File: src/rtl/gcd_sched_pkg.sv
`default_nettype none
// ============================================================================
// Module   : gcd_sched_pkg
// Purpose  : Shared types and constants for the round-robin GCD scheduler.
//            - sched_state_e : scheduler FSM states
//            - GCD_W         : default operand/result width
//            - id_t          : requester index for the default requester count
// Revision : 1.0 - initial release
// ============================================================================
package gcd_sched_pkg;

    localparam int GCD_W     = 32;
    localparam int N_REQ_DEF = 4;

    typedef enum logic [2:0] {
        IDLE  = 3'd0,
        LOADA = 3'd1,
        LOADB = 3'd2,
        WAIT  = 3'd3,
        RESP  = 3'd4
    } sched_state_e;

    typedef logic [$clog2(N_REQ_DEF)-1:0] id_t;

endpackage : gcd_sched_pkg
`default_nettype wire

File: src/rtl/gcd_rr_pick.sv
`default_nettype none
// ============================================================================
// Module   : gcd_rr_pick
// Purpose  : Combinational round-robin picker. Returns the first asserted
//            request found when searching upward from rr_ptr, wrapping at
//            N_REQ.
// Ports    : req_valid [N_REQ] in  - pending requests
//            rr_ptr    [ID_W]  in  - highest-priority index this round
//            grant_oh  [N_REQ] out - one-hot grant (all zero when none)
//            grant_idx [ID_W]  out - binary index of the grant
//            any                out - at least one request is pending
// Revision : 1.0 - initial release
// ============================================================================
module gcd_rr_pick
    import gcd_sched_pkg::*;
#(
    parameter int N_REQ = 4,
    parameter int ID_W  = $clog2(N_REQ)
) (
    input  logic [N_REQ-1:0] req_valid,
    input  logic [ID_W-1:0]  rr_ptr,
    output logic [N_REQ-1:0] grant_oh,
    output logic [ID_W-1:0]  grant_idx,
    output logic             any
);

    always_comb begin : p_pick
        logic [ID_W-1:0] w_idx;
        w_idx     = '0;
        grant_oh  = '0;
        grant_idx = '0;
        any       = 1'b0;
        // Offset k from the pointer; modulo keeps the index in range even
        // when N_REQ is not a power of two.
        for (int k = 0; k < N_REQ; k++) begin
            w_idx = ID_W'((int'(rr_ptr) + k) % N_REQ);
            if (!any && req_valid[w_idx]) begin
                any             = 1'b1;
                grant_oh[w_idx] = 1'b1;
                grant_idx       = w_idx;
            end
        end
    end

endmodule : gcd_rr_pick
`default_nettype wire

File: src/rtl/gcd_rr_scheduler.sv
`default_nettype none
// ============================================================================
// Module   : gcd_rr_scheduler
// Purpose  : Shares one GCD engine among N_REQ requesters. A round-robin
//            grant latches the operand pair, which is sequenced into the
//            engine as loadA then loadB; the engine's done pulse produces a
//            response tagged with the requester index. One job in flight.
// Ports    : clock, reset            - single clock, sync active-high reset
//            req_valid/req_a/req_b   - request slots (slot i at [i*W +: W])
//            req_ready               - one-hot accept pulse
//            resp_valid/resp_ready   - response handshake (held until taken)
//            resp_gcd/resp_id/resp_err - response payload
//            eng_resetn/eng_opIn/eng_loadA/eng_loadB - engine drive
//            eng_outGCD/eng_outDone  - engine result
// Config   : GCD_SCHED_TIMEOUT_EN - adds a WAIT watchdog of TO_CYC cycles
//            that resets the engine and returns resp_err=1, resp_gcd=0.
// Revision : 1.0 - initial release
// ============================================================================
module gcd_rr_scheduler
    import gcd_sched_pkg::*;
#(
    parameter int N_REQ  = 4,
    parameter int W      = GCD_W,
    parameter int TO_CYC = 4096
) (
    input  logic                     clock,
    input  logic                     reset,
    input  logic [N_REQ-1:0]         req_valid,
    input  logic [N_REQ*W-1:0]       req_a,
    input  logic [N_REQ*W-1:0]       req_b,
    output logic [N_REQ-1:0]         req_ready,
    output logic                     resp_valid,
    input  logic                     resp_ready,
    output logic [W-1:0]             resp_gcd,
    output logic [$clog2(N_REQ)-1:0] resp_id,
    output logic                     resp_err,
    output logic                     eng_resetn,
    output logic [W-1:0]             eng_opIn,
    output logic                     eng_loadA,
    output logic                     eng_loadB,
    input  logic [W-1:0]             eng_outGCD,
    input  logic                     eng_outDone
);

    localparam int                c_id_w    = $clog2(N_REQ);
    localparam logic [c_id_w-1:0] c_last_id = c_id_w'(N_REQ - 1);

    sched_state_e       state_q,      state_d;
    logic [c_id_w-1:0]  rr_ptr_q,     rr_ptr_d;
    logic [c_id_w-1:0]  id_q,         id_d;
    logic [W-1:0]       op_a_q,       op_a_d;
    logic [W-1:0]       op_b_q,       op_b_d;
    logic [N_REQ-1:0]   req_ready_q,  req_ready_d;
    logic               resp_valid_q, resp_valid_d;
    logic [W-1:0]       resp_gcd_q,   resp_gcd_d;
    logic [W-1:0]       eng_opIn_q,   eng_opIn_d;
    logic               eng_loadA_q,  eng_loadA_d;
    logic               eng_loadB_q,  eng_loadB_d;
    logic               eng_resetn_q, eng_resetn_d;

    logic [N_REQ-1:0]   w_grant_oh;
    logic [c_id_w-1:0]  w_grant_idx;
    logic               w_any;

`ifdef GCD_SCHED_TIMEOUT_EN
    localparam int                c_cnt_w   = $clog2(TO_CYC + 1);
    localparam logic [c_cnt_w-1:0] c_to_last = c_cnt_w'(TO_CYC - 1);

    logic [c_cnt_w-1:0] to_cnt_q,   to_cnt_d;
    logic               resp_err_q, resp_err_d;
`else
    localparam int c_unused_to_cyc = TO_CYC;
`endif

    gcd_rr_pick #(
        .N_REQ (N_REQ),
        .ID_W  (c_id_w)
    ) u_pick (
        .req_valid (req_valid),
        .rr_ptr    (rr_ptr_q),
        .grant_oh  (w_grant_oh),
        .grant_idx (w_grant_idx),
        .any       (w_any)
    );

    always_comb begin
        state_d      = state_q;
        rr_ptr_d     = rr_ptr_q;
        id_d         = id_q;
        op_a_d       = op_a_q;
        op_b_d       = op_b_q;
        req_ready_d  = '0;
        resp_valid_d = resp_valid_q;
        resp_gcd_d   = resp_gcd_q;
        eng_opIn_d   = eng_opIn_q;
        eng_loadA_d  = 1'b0;
        eng_loadB_d  = 1'b0;
        eng_resetn_d = 1'b1;
`ifdef GCD_SCHED_TIMEOUT_EN
        to_cnt_d     = to_cnt_q;
        resp_err_d   = resp_err_q;
`endif
        case (state_q)
            IDLE: begin
                if (w_any) begin
                    req_ready_d = w_grant_oh;
                    id_d        = w_grant_idx;
                    op_a_d      = req_a[w_grant_idx*W +: W];
                    op_b_d      = req_b[w_grant_idx*W +: W];
                    // Next round starts just past the winner.
                    rr_ptr_d    = (w_grant_idx == c_last_id) ? '0 : w_grant_idx + 1'b1;
                    state_d     = LOADA;
                end
            end
            LOADA: begin
                eng_opIn_d  = op_a_q;
                eng_loadA_d = 1'b1;
                state_d     = LOADB;
            end
            LOADB: begin
                eng_opIn_d  = op_b_q;
                eng_loadB_d = 1'b1;
`ifdef GCD_SCHED_TIMEOUT_EN
                to_cnt_d    = '0;
`endif
                state_d     = WAIT;
            end
            WAIT: begin
                if (eng_outDone) begin
                    resp_gcd_d   = eng_outGCD;
                    resp_valid_d = 1'b1;
`ifdef GCD_SCHED_TIMEOUT_EN
                    resp_err_d   = 1'b0;
`endif
                    state_d      = RESP;
                end
`ifdef GCD_SCHED_TIMEOUT_EN
                else if (to_cnt_q == c_to_last) begin
                    // Engine is hung: kick it and report an errored result.
                    eng_resetn_d = 1'b0;
                    resp_gcd_d   = '0;
                    resp_err_d   = 1'b1;
                    resp_valid_d = 1'b1;
                    state_d      = RESP;
                end else begin
                    to_cnt_d = to_cnt_q + 1'b1;
                end
`endif
            end
            RESP: begin
                if (resp_ready) begin
                    resp_valid_d = 1'b0;
                    state_d      = IDLE;
                end
            end
            default: state_d = IDLE;
        endcase
    end

    always_ff @(posedge clock) begin
        if (reset) begin
            state_q      <= IDLE;
            rr_ptr_q     <= '0;
            id_q         <= '0;
            op_a_q       <= '0;
            op_b_q       <= '0;
            req_ready_q  <= '0;
            resp_valid_q <= 1'b0;
            resp_gcd_q   <= '0;
            eng_opIn_q   <= '0;
            eng_loadA_q  <= 1'b0;
            eng_loadB_q  <= 1'b0;
            eng_resetn_q <= 1'b0;
`ifdef GCD_SCHED_TIMEOUT_EN
            to_cnt_q     <= '0;
            resp_err_q   <= 1'b0;
`endif
        end else begin
            state_q      <= state_d;
            rr_ptr_q     <= rr_ptr_d;
            id_q         <= id_d;
            op_a_q       <= op_a_d;
            op_b_q       <= op_b_d;
            req_ready_q  <= req_ready_d;
            resp_valid_q <= resp_valid_d;
            resp_gcd_q   <= resp_gcd_d;
            eng_opIn_q   <= eng_opIn_d;
            eng_loadA_q  <= eng_loadA_d;
            eng_loadB_q  <= eng_loadB_d;
            eng_resetn_q <= eng_resetn_d;
`ifdef GCD_SCHED_TIMEOUT_EN
            to_cnt_q     <= to_cnt_d;
            resp_err_q   <= resp_err_d;
`endif
        end
    end

    assign req_ready  = req_ready_q;
    assign resp_valid = resp_valid_q;
    assign resp_gcd   = resp_gcd_q;
    assign resp_id    = id_q;
    assign eng_resetn = eng_resetn_q;
    assign eng_opIn   = eng_opIn_q;
    assign eng_loadA  = eng_loadA_q;
    assign eng_loadB  = eng_loadB_q;
`ifdef GCD_SCHED_TIMEOUT_EN
    assign resp_err   = resp_err_q;
`else
    assign resp_err   = 1'b0;
`endif

endmodule : gcd_rr_scheduler
`default_nettype wire

File: config.mk
export PLATFORM = sky130hd
export DESIGN_NAME = gcd_rr_scheduler
export DESIGN_NICKNAME = d
export VERILOG_FILES = /design/src/rtl/gcd_sched_pkg.sv /design/src/rtl/gcd_rr_pick.sv /design/src/rtl/gcd_rr_scheduler.sv
export SDC_FILE = /design/constraint.sdc
export NUM_CORES = 1
export LEC_CHECK = 0
export CAP_MARGIN = 5
export CORE_ASPECT_RATIO = 0.5
export CORE_MARGIN = 2
export CORE_UTILIZATION = 43
export DETAILED_ROUTE_END_ITERATION = 7
export PLACE_DENSITY_LB_ADDON = 0.05
export SKIP_LAST_GASP = 1
export SLEW_MARGIN = 30
export SYNTH_ARGS = -nofsm -noshare
export SYNTH_HDL_FRONTEND = slang
export SYNTH_HIERARCHICAL = 1
export SYNTH_SLANG_ARGS = --single-unit
export TNS_END_PERCENT = 30
File: constraint.sdc
create_clock -name clock -period 6.6 [get_ports clock]
set_input_delay 1.32 -clock clock [delete_from_list [all_inputs] [get_ports clock]]
set_output_delay 1.32 -clock clock [all_outputs]
set_load 0.01 [all_outputs]
## Word level (Yosys, flattened, before mapping)

Cells that the tools add are included.

| operators by class | value |
|---|---|
| add/subtract/negate cells | 4 |
| order comparisons | 8 |
| equality and inequality tests | 8 |
| shift-type cells | 2 |
| multiplexer cells | 40 |
| bitwise gates (word level) | 5 |
| reduce and logical (&&, ||, !) cells | 18 |

Operators by type and width:

| operator | count |
|---|---|
| 128-bit by 8-bit indexed part select with 32-bit output | 2 |
| 32-bit case mux with 2 select lines | 1 |
| 1-bit 2-to-1 mux | 17 |
| 4-bit 2-to-1 mux | 4 |
| 3-bit case mux with 5 select lines | 1 |
| 2-bit by 3-bit less-than comparator with 1-bit output (second input constant) | 4 |
| 4-bit bitwise OR | 3 |
| 2-bit 2-to-1 mux | 5 |
| 3-bit 2-to-1 mux | 3 |
| 1-bit binary-select mux with 2-bit select | 4 |
| 1-bit demux with 2-bit select | 4 |
| 2-bit by 1-bit greater-or-equal comparator with 1-bit output (second input constant) | 4 |
| 1-bit logical AND | 7 |
| 3-bit by 2-bit == test with 1-bit output (second input constant) | 2 |
| 3-bit AND reduction | 2 |
| 2-bit by 1-bit adder with 2-bit output (second input constant) | 2 |
| 2-bit adder (second input constant) | 2 |
| 2-bit != test (second input constant) | 2 |
| 2-bit AND reduction | 2 |
| 2-bit nonzero test | 2 |
| 3-bit by 1-bit == test with 1-bit output (second input constant) | 1 |
| 3-bit == test (second input constant) | 1 |
| 1-bit logical NOT | 3 |
| 3-bit logical NOT | 1 |
| other kinds (5) | 6 |

| word-level totals | value |
|---|---|
| register bits | 143 |
| output and inout bits | 75 |

## Longest topological paths before layout

Gate-level depths: netlist of run 1.

| logic depth | value |
|---|---|
| word-level depth | 14 |
| depth in mapped cells | 13 |

## By module

Netlist of run 1, hierarchy kept.

By module, submodules not included:

| module | times used | cells an instance | area an instance (um^2) | sequential area each (um^2) |
|---|---|---|---|---|
| gcd_rr_scheduler | 1 | 596 | 6,538.8 | 2,862.7 |
| gcd_rr_pick | 1 | 45 | 421.7 | 0.0 |

## Worst setup path after synthesis of run 1

Ideal clock, no wire load.

| path | value |
|---|---|
| path type | in2reg |
| start point | input req_valid[3] |
| end point | register op_a_q[26] |
| setup time | 0.117 ns |
| data arrival time | 3.731 ns |
| required time | 6.483 ns |
| path slack | 2.752 ns |
| stages | 7 |
| path buffers | 3 |
| path through | mux4_2 -> clkbuf_1 -> o31ai_1 -> buf_2 -> buf_2 -> mux4_2 -> a22o_1 |

| between the ends | value |
|---|---|
| word-level cells in the longest chain between the ends | 13 |
| elaborated cells on any way between the ends | 24 |
| those cells by class | shift: 1; mux: 16; reduce/logical: 7 |

Ends and longest elaborated chain:

| element | RTL line | RTL |
|---|---|---|
| from (decl) | gcd_rr_scheduler.sv:28 | `input logic [N_REQ-1:0] req_valid,` |
| 1-bit binary-select mux with 2-bit select | gcd_rr_pick.sv:37 | `if (!any && req_valid[w_idx]) begin` |
| 1-bit 2-to-1 mux (implied by the code) | gcd_rr_pick.sv:37 |  |
| 1-bit 2-to-1 mux | gcd_rr_pick.sv:37 |  |
| 1-bit logical NOT | gcd_rr_pick.sv:37 |  |
| 1-bit logical AND | gcd_rr_pick.sv:37 |  |
| 1-bit 2-to-1 mux | gcd_rr_pick.sv:37 |  |
| 1-bit logical NOT | gcd_rr_pick.sv:37 |  |
| 1-bit logical AND | gcd_rr_pick.sv:37 |  |
| 1-bit 2-to-1 mux | gcd_rr_pick.sv:37 |  |
| 1-bit logical NOT | gcd_rr_pick.sv:37 |  |
| 1-bit logical AND | gcd_rr_pick.sv:37 |  |
| 2-bit 2-to-1 mux (*) | gcd_rr_pick.sv:37 |  |
| net w_grant_idx[0] | gcd_rr_scheduler.sv:62 | `logic [c_id_w-1:0] w_grant_idx;` |
| 128-bit by 8-bit indexed part select with 32-bit output (*) | gcd_rr_scheduler.sv:108 | `op_a_d = req_a[w_grant_idx*W +: W];` |
| to (signal assigned) | gcd_rr_scheduler.sv:182 | `op_a_q <= op_a_d;` |
| to (decl) | gcd_rr_scheduler.sv:51 | `logic [W-1:0] op_a_q, op_a_d;` |

The timed path passes the listed nets; every way through them passes the cells marked *. The select of a mux whose other input is x is not followed.
A chain may end at the register's enable or synchronous reset.

## Worst setup path in the final report of run 1

| path | value |
|---|---|
| start point | input req_valid[3] |
| end point | register op_a_q[0] |

The elaborated chain is that of the path after synthesis.

==> results of run 1 <==
## Yosys cell counts (3+ instances only)
library cell | n | area [sq um]
buf_4 | 4 | 30.0
nor2_1 | 12 | 45.0
mux4_2 | 66 | 1490
and3_1 | 5 | 31.3
buf_2 | 21 | 105
a311oi_1 | 3 | 26.3
dfxtp_1 | 143 | 2860
o31ai_1 | 28 | 210
buf_6 | 8 | 90.1
a22oi_1 | 11 | 82.6
a21oi_1 | 63 | 315
a22o_1 | 64 | 561
nor3_1 | 5 | 25.0
inv_1 | 5 | 18.8
ha_1 | 6 | 75.1
o21ai_0 | 31 | 155
nand3_1 | 4 | 20.0
nand2_1 | 98 | 368
clkbuf_1 | 32 | 120
mux2i_1 | 6 | 60.1
## routing by layer
layer	vias up	wire length, um
li1	3100	-
met1	3165	8270
met2	243	11300
met3	35	1440
met4	0	391
met5	-	0
## area by class of cell
| class | instances | area, sq um | area share (%) |
|---|---|---|---|
| inverters | 5 | 18.8 | 0.166 |
| clock buffers | 20 | 437 | 3.86 |
| well taps | 204 | 255 | 2.26 |
| clock inverters | 12 | 185 | 1.64 |
| multi-input cells | 427 | 3770 | 33.4 |
| repair buffers | 377 | 3780 | 33.4 |
| flip-flops and latches | 143 | 2860 | 25.3 |
## state kept, by name (all words and copies together), names as in the netlist, 2 cells and up
name       cells
eng_opIn      32
op_a_q        32
op_b_q        32
req_ready      4
resp_gcd      32
resp_id        2
rr_ptr_q       2
state_q        3
## kinds of logic (layout without fill, tap and decap cells)
kind of cell	Yosys count	in the layout	share of synthesized area [%]
compound gates	204	204	19.9
flops	143	143	41.1
simple gates	141	141	9.44
mux	75	75	23.1
buf+inv	71	414	5.29
fa+ha+maj	6	6	1.08
other cells	1	1	0.0539
## how the worst max path moves through the flow
stage	startpoint	end	slack, ps	cells past startpoint
after floorplan	req_valid[3]	op_a_q[26]	2750	7
after global placement	req_valid[3]	op_a_q[15]	2090	8
after detailed placement	req_valid[3]	op_a_q[19]	1970	8
after CTS	req_valid[3]	op_b_q[10]	2400	8
after global routing	req_valid[3]	op_b_q[24]	2240	8
final	req_valid[3]	op_a_q[0]	2460	6
## stage by stage
stage / std cells / utilization [%] / power (mW) / hold WS, ps / area [sq um]
finish: 1188 / 72.5 / 4.19 / 452 / 11300
global route: 1188 / 72.5 / 4.43 / 467 / 11300
CTS: 1187 / 72.3 / 4.22 / 455 / 11300
detailed placement: 1155 / 68.3 / 3.20 / 446 / 10700
global placement: 1155 / 68.3 / 3.17 / 441 / 10700
floorplan: 641 / - / 2.59 / 430 / 6960
## critical path: cells and delay by family
family                 cells  cell delay (ps)
multiplexers               2             1070
AO/OA/AOI/OAI              2             1070
buffers and inverters      1              490
AND/OR/NAND/NOR            1              390
## power by group through the flow
stage          Clock (mW)  Sequential [mW]  Combinational [mW]
6_report             1.01             1.33                1.85
5_1_grt              1.06             1.36                2.00
4_1_cts              1.03             1.32                1.87
3_5_place_dp            0             1.34                1.86
3_3_place_gp            0             1.33                1.84
2_1_floorplan           0             1.32                1.27
## cell usage in the layout (no fill, tap or decap), drive strengths merged, types with 2 or more instances in the layout
| cell | n |
|---|---|
| nand2 | 98 |
| a22o | 64 |
| or3b | 2 |
| nor3b | 2 |
| nand2b | 2 |
| nand3 | 4 |
| mux4 | 68 |
| nor2b | 2 |
| clkdlybuf4s50 | 368 |
| a21oi | 63 |
| dfxtp | 143 |
| nor2 | 13 |
| o31ai | 28 |
| clkbuf | 20 |
| nor3 | 5 |
| buf | 9 |
| clkinvlp | 4 |
| a311oi | 3 |
| o21ai | 31 |
| mux2i | 6 |
| clkinv | 2 |
| and3 | 5 |
| nor4b | 2 |
| a22oi | 11 |
| nor4 | 2 |
| bufinv | 4 |
| inv | 7 |
| ha | 6 |
==> run metrics, run 1 <==
proportion of total power due to net switching=roughly a third; hold-critical path endpoint=resp_gcd[12]; part of the total power dissipated in sequential elements=about a third; met1 GRT Util=27.9%; WL final=roughly 21000 um; result of the run=finished clean; number of setup buffers added after CTS=0; sequential fraction of the synthesis area=~41%; Worst Setup Path Type=in2reg; Post-Syn Instances=around 640; Max Clk Rate=around 240 MHz; critical path data arrival time=4430 ps; power share of the clock group=about a quarter; RSZ-0062 raised after global routing=no; number of clock sinks=143; worst-case clock buffer depth=2; DR WL/cell=18.0 um; Pins Over Slew Limit=0; final number of setup-violating endpoints=0; Synth Cell Area=roughly 7000 sq um; Max-cap violations=0; port bufs=369; clock skew=a little under 9 ps; Primary FF master, synth=dfxtp_1; clk_lat worst skew=410 ps; share of cells above drive strength 1=around an eighth; total of fill cells in the finished design=between 1000 and 1500; CP endpoint kind=register; synth warn=6; mean number of vias per cell=roughly 5.5; area of the core=around 16000 sq um; net switching power=between 1 and 1.5 mW; Worst Path Max Fanout=between 60 and 70; static leakage=roughly 4.1 nW; chip width=around 180 um; combinational share of power=44.1%; met3 usage=6.47%; Hold WC Path Type=reg2reg; number of nets in the final layout=~1300; half-perimeter wire length of the detailed placement result=between 15000 and 20000 um; share of flip-flops with an asynchronous set or reset=0%; worst r2r path cells=9; min Tclk post-route=between 4000 and 5000 ps; Final Wtd Congestion=between 0.7 and 0.8; Int Pwr=~2.8 mW; number of antenna violations at the first check in global routing=0; vias=6543; overall routing resource usage=between 20% and 30%; cell breakdown of the critical path=clkdlybuf4s50_1 -> mux4_2 -> nor3_1 -> a32o_4 -> mux4_2 -> a22o_1; worst reg2reg startpoint=rr_ptr_q[0]; Rows=32; met2 track demand over resource in global routing=between 40 and 50%; EDFF count, synth=0; average cell area after synthesis=10.9 sq um; Die Span Y=~94 um; Initial Util=between 40 and 50%; maximum resistive drop on vdd=about 0.23 mV; source of the worst hold timing path=resp_gcd[12]; sum of negative setup slack=0 ps; cell repeated most along the worst path=mux4_2; Die Area=17300 sq um; most used routing layer in global routing=met2; cell chosen for the clock root=clkbuf_16; Post-CTS Resized=0; flip-flop and latch count after synthesis=~140; # H-tree levels=4; hold-fix buffers at CTS=0; area added between synthesis and finish=62.6%; number of primary I/O pins=371; worst endpoint required time=6900 ps; first-pass GRT wire length=between 30000 and 40000 um; clock tree from TritonCTS=yes; Post-Place Worst Slack=approximately 2000 ps; global route total overflow=0; remaining number of nets flagged by the antenna check after routing=0; residual DRC count=0; number of nets in the synthesized netlist=around 940; pin count of the biggest net entering global routing=between 60 and 70; Critical Path Slowest Stage Cell=a32o_4; pwr dens=370 nW/um^2; Tcrit/Tclk final=a little over three fifths; Cells on Worst Hold Path=2; endpoints failing hold=0; Antenna diodes=0; Reg-to-Reg End=op_b_q[23]; element type at the critical path start=input pin; pin slew with the least headroom to its limit=about 900 ps; worst reg-to-reg setup slack=about 2800 ps; Worst Slack Setup Final=between 2000 and 2500 ps; violation count after the first detailed-routing iteration=around 340; Inserted Clock Buffers=17; 1st-pass router iterations=5; number of global-route vias before repair=roughly 6700; clock-pin slew on the worst setup and hold paths=roughly 60 ps; relative max-transition margin=39.8%; Crit path largest cell delay=between 800 and 900 ps; count of different cell masters after synthesis=39
Note: power is estimated with default switching activity, not from simulation.
==> run 2, diff against run 1 <==
Settings changed: CORE_UTILIZATION 43 to 36.
Clock period 6.6 ns to 3.63 ns, I/O delays scaled along.
==> run 2 against run 1 <==
Net effect: core utilization fell by 11 points; sequential share of layout area fell by 0.21 points; count of clock-buffer cells in the layout rose by 1; sequential power rose by 82%; register-to-register slack got worse by 2400 ps; global-route usage fell by 2.5 points; flip-flop and latch count did not move; non-clock buffer count rose by 8; first-iteration DRC count fell by 35%; cell area rose by 0.83%; wire length rose by 8.8%.
==> run metrics, run 2 (synthesis gave the netlist of run 1 again) <==
result of the run=finished clean; sum of negative setup slack=0 ps; first-pass GRT wire length=around 35000 um; Inserted Clock Buffers=17; 1st-pass router iterations=4; Cells on Worst Hold Path=2; CP endpoint kind=register; Worst Setup Path Type=reg2reg; # H-tree levels=4; Hold WC Path Type=reg2reg; Final Wtd Congestion=between 0.7 and 0.8; clock-pin slew on the worst setup and hold paths=~60 ps; residual DRC count=0; source of the worst hold timing path=op_b_q[7]; cell breakdown of the critical path=inv_1 -> ha_1 -> mux4_2 -> buf_4 -> nor3_1 -> a32o_4 -> buf_12 -> mux4_2 -> a22o_1; WL final=around 23000 um; register area=2860 sq um; Initial Util=between 30% and 40%; Tcrit/Tclk final=89.8%; Critical Path Slowest Stage Cell=dfxtp_1; clock tree from TritonCTS=yes; endpoints failing hold=0; worst reg2reg startpoint=rr_ptr_q[1]; Post-CTS Resized=0; number of buffers and inverters on the critical path=3; number of clock sinks=about 140; cell chosen for the clock root=clkbuf_16; Max-cap violations=0; chip width=201 um; element type at the critical path start=register; violation count after the first detailed-routing iteration=220; port bufs=~370; RSZ-0062 raised after global routing=no; Pins Over Slew Limit=0; total of fill cells in the finished design=around 1600; Max Clk Rate=slightly above 300 MHz; Post-Place Worst Slack=approximately 26 ps; number of setup buffers added after CTS=0; Die Area=slightly above 20000 sq um; Reg-to-Reg End=op_a_q[0]; instance count on the critical path=9; clk_lat worst skew=approximately 410 ps; DR WL/cell=18.6 um; critical path data arrival time=approximately 3600 ps; critical path's top delay family=multiplexers; maximum resistive drop on vdd=~0.39 mV; Worst Slack Setup Final=approximately 370 ps; hold-critical path endpoint=eng_opIn[7]; clock skew=5.78 ps; relative max-transition margin=between 50% and 60%; half-perimeter wire length of the detailed placement result=around 17000 um; pin slew with the least headroom to its limit=around 740 ps; number of nets in the final layout=about 1300; pin count of the biggest net entering global routing=67; final number of setup-violating endpoints=0; number of global-route vias before repair=between 6000 and 7000; static leakage=slightly above 4 nW; number of primary I/O pins=between 300 and 400; worst r2r path cells=9; overall routing resource usage=~22%; number of antenna violations at the first check in global routing=0; Die Span Y=102 um; Rows=35; area occupied by multi-input gates=3770 sq um; cell repeated most along the worst path=mux4_2; most used cells in the layout excluding fill and tap cells=clkdlybuf4s50_1, dfxtp_1, nand2_1; pwr dens=between 600 and 700 nW/um^2; worst endpoint required time=3940 ps; min Tclk post-route=3260 ps; mean number of vias per cell=5.20; area of the core=roughly 19000 sq um; Setup crit start=rr_ptr_q[1]; Antenna diodes=0; worst-case clock buffer depth=2; area added between synthesis and finish=63.9%; Worst Path Max Fanout=66; share of cells above drive strength 1=roughly an eighth; Crit path largest cell delay=approximately 530 ps; vias=between 6000 and 7000; global route total overflow=0; remaining number of nets flagged by the antenna check after routing=0; worst reg-to-reg setup slack=between 300 and 400 ps; hold-fix buffers at CTS=0; leading cell type in the layout, fill and taps excluded=clkdlybuf4s50_1
-- run 2: cell count changes in the layout (fill, tap and decap cells not counted), sizes merged --
cell	change
buf	+8
inv	-1
bufinv	-3
clkinvlp	-2
clkbuf	+1
clkinv	+4
-- run 2: worst max path at each step --
stage                      end  slack [ps]
floorplan           op_a_q[26]         380
global placement    op_b_q[27]         140
detailed placement   op_a_q[0]          30
CTS                  op_a_q[0]         360
global route         op_a_q[0]         210
finish               op_a_q[0]         370
-- run 2: worst reg2reg max path, cell delays in order (launching register included) --
cell and delay, ps:
dfxtp_1 530, inv_1 160, ha_1 380, mux4_2 320
buf_4 190, nor3_1 320, a32o_4 280, buf_12 310
mux4_2 420, a22o_1 240
-- run 2: power breakdown --
part           total, mW  internal [mW]  switching (mW)  leakage [nW]
sequential          2.42           2.09           0.326          1.17
clock               1.67          0.991           0.677         0.275
combinational       3.44           1.96            1.47          2.67
total               7.52           5.04            2.48          4.12
-- run 2: routing by layer --
metal | global-route usage [%] | wire length, um | vias to the layer above
met1 | 25.9 | 9680 | 3171
met3 | 6.19 | 1370 | 20
met4 | 5.53 | 289 | 0
met2 | 41.0 | 11900 | 188
met5 | 0 | 0 | -
li1 | - | - | 3120
-- run 2: area by class of cell --
cell class | count | area share [%]
clock buffers | 21 | 4.12
inverters | 5 | 0.165
multi-input cells | 427 | 33.1
clock inverters | 10 | 0.768
well taps | 259 | 2.84
repair buffers | 385 | 33.9
flip-flops and latches | 143 | 25.1
-- run 2: metrics by stage --
stage	total power, mW	std cells	utilization, %	hold WS [ps]	instance area, sq um
after global placement	5.87	1219	58.2	442	10900
after global routing	7.97	1250	61.2	464	11400
after detailed placement	5.92	1219	58.2	446	10900
after CTS	7.62	1250	61.2	449	11400
final	7.52	1250	61.2	447	11400
after floorplan	4.70	641	-	430	6960
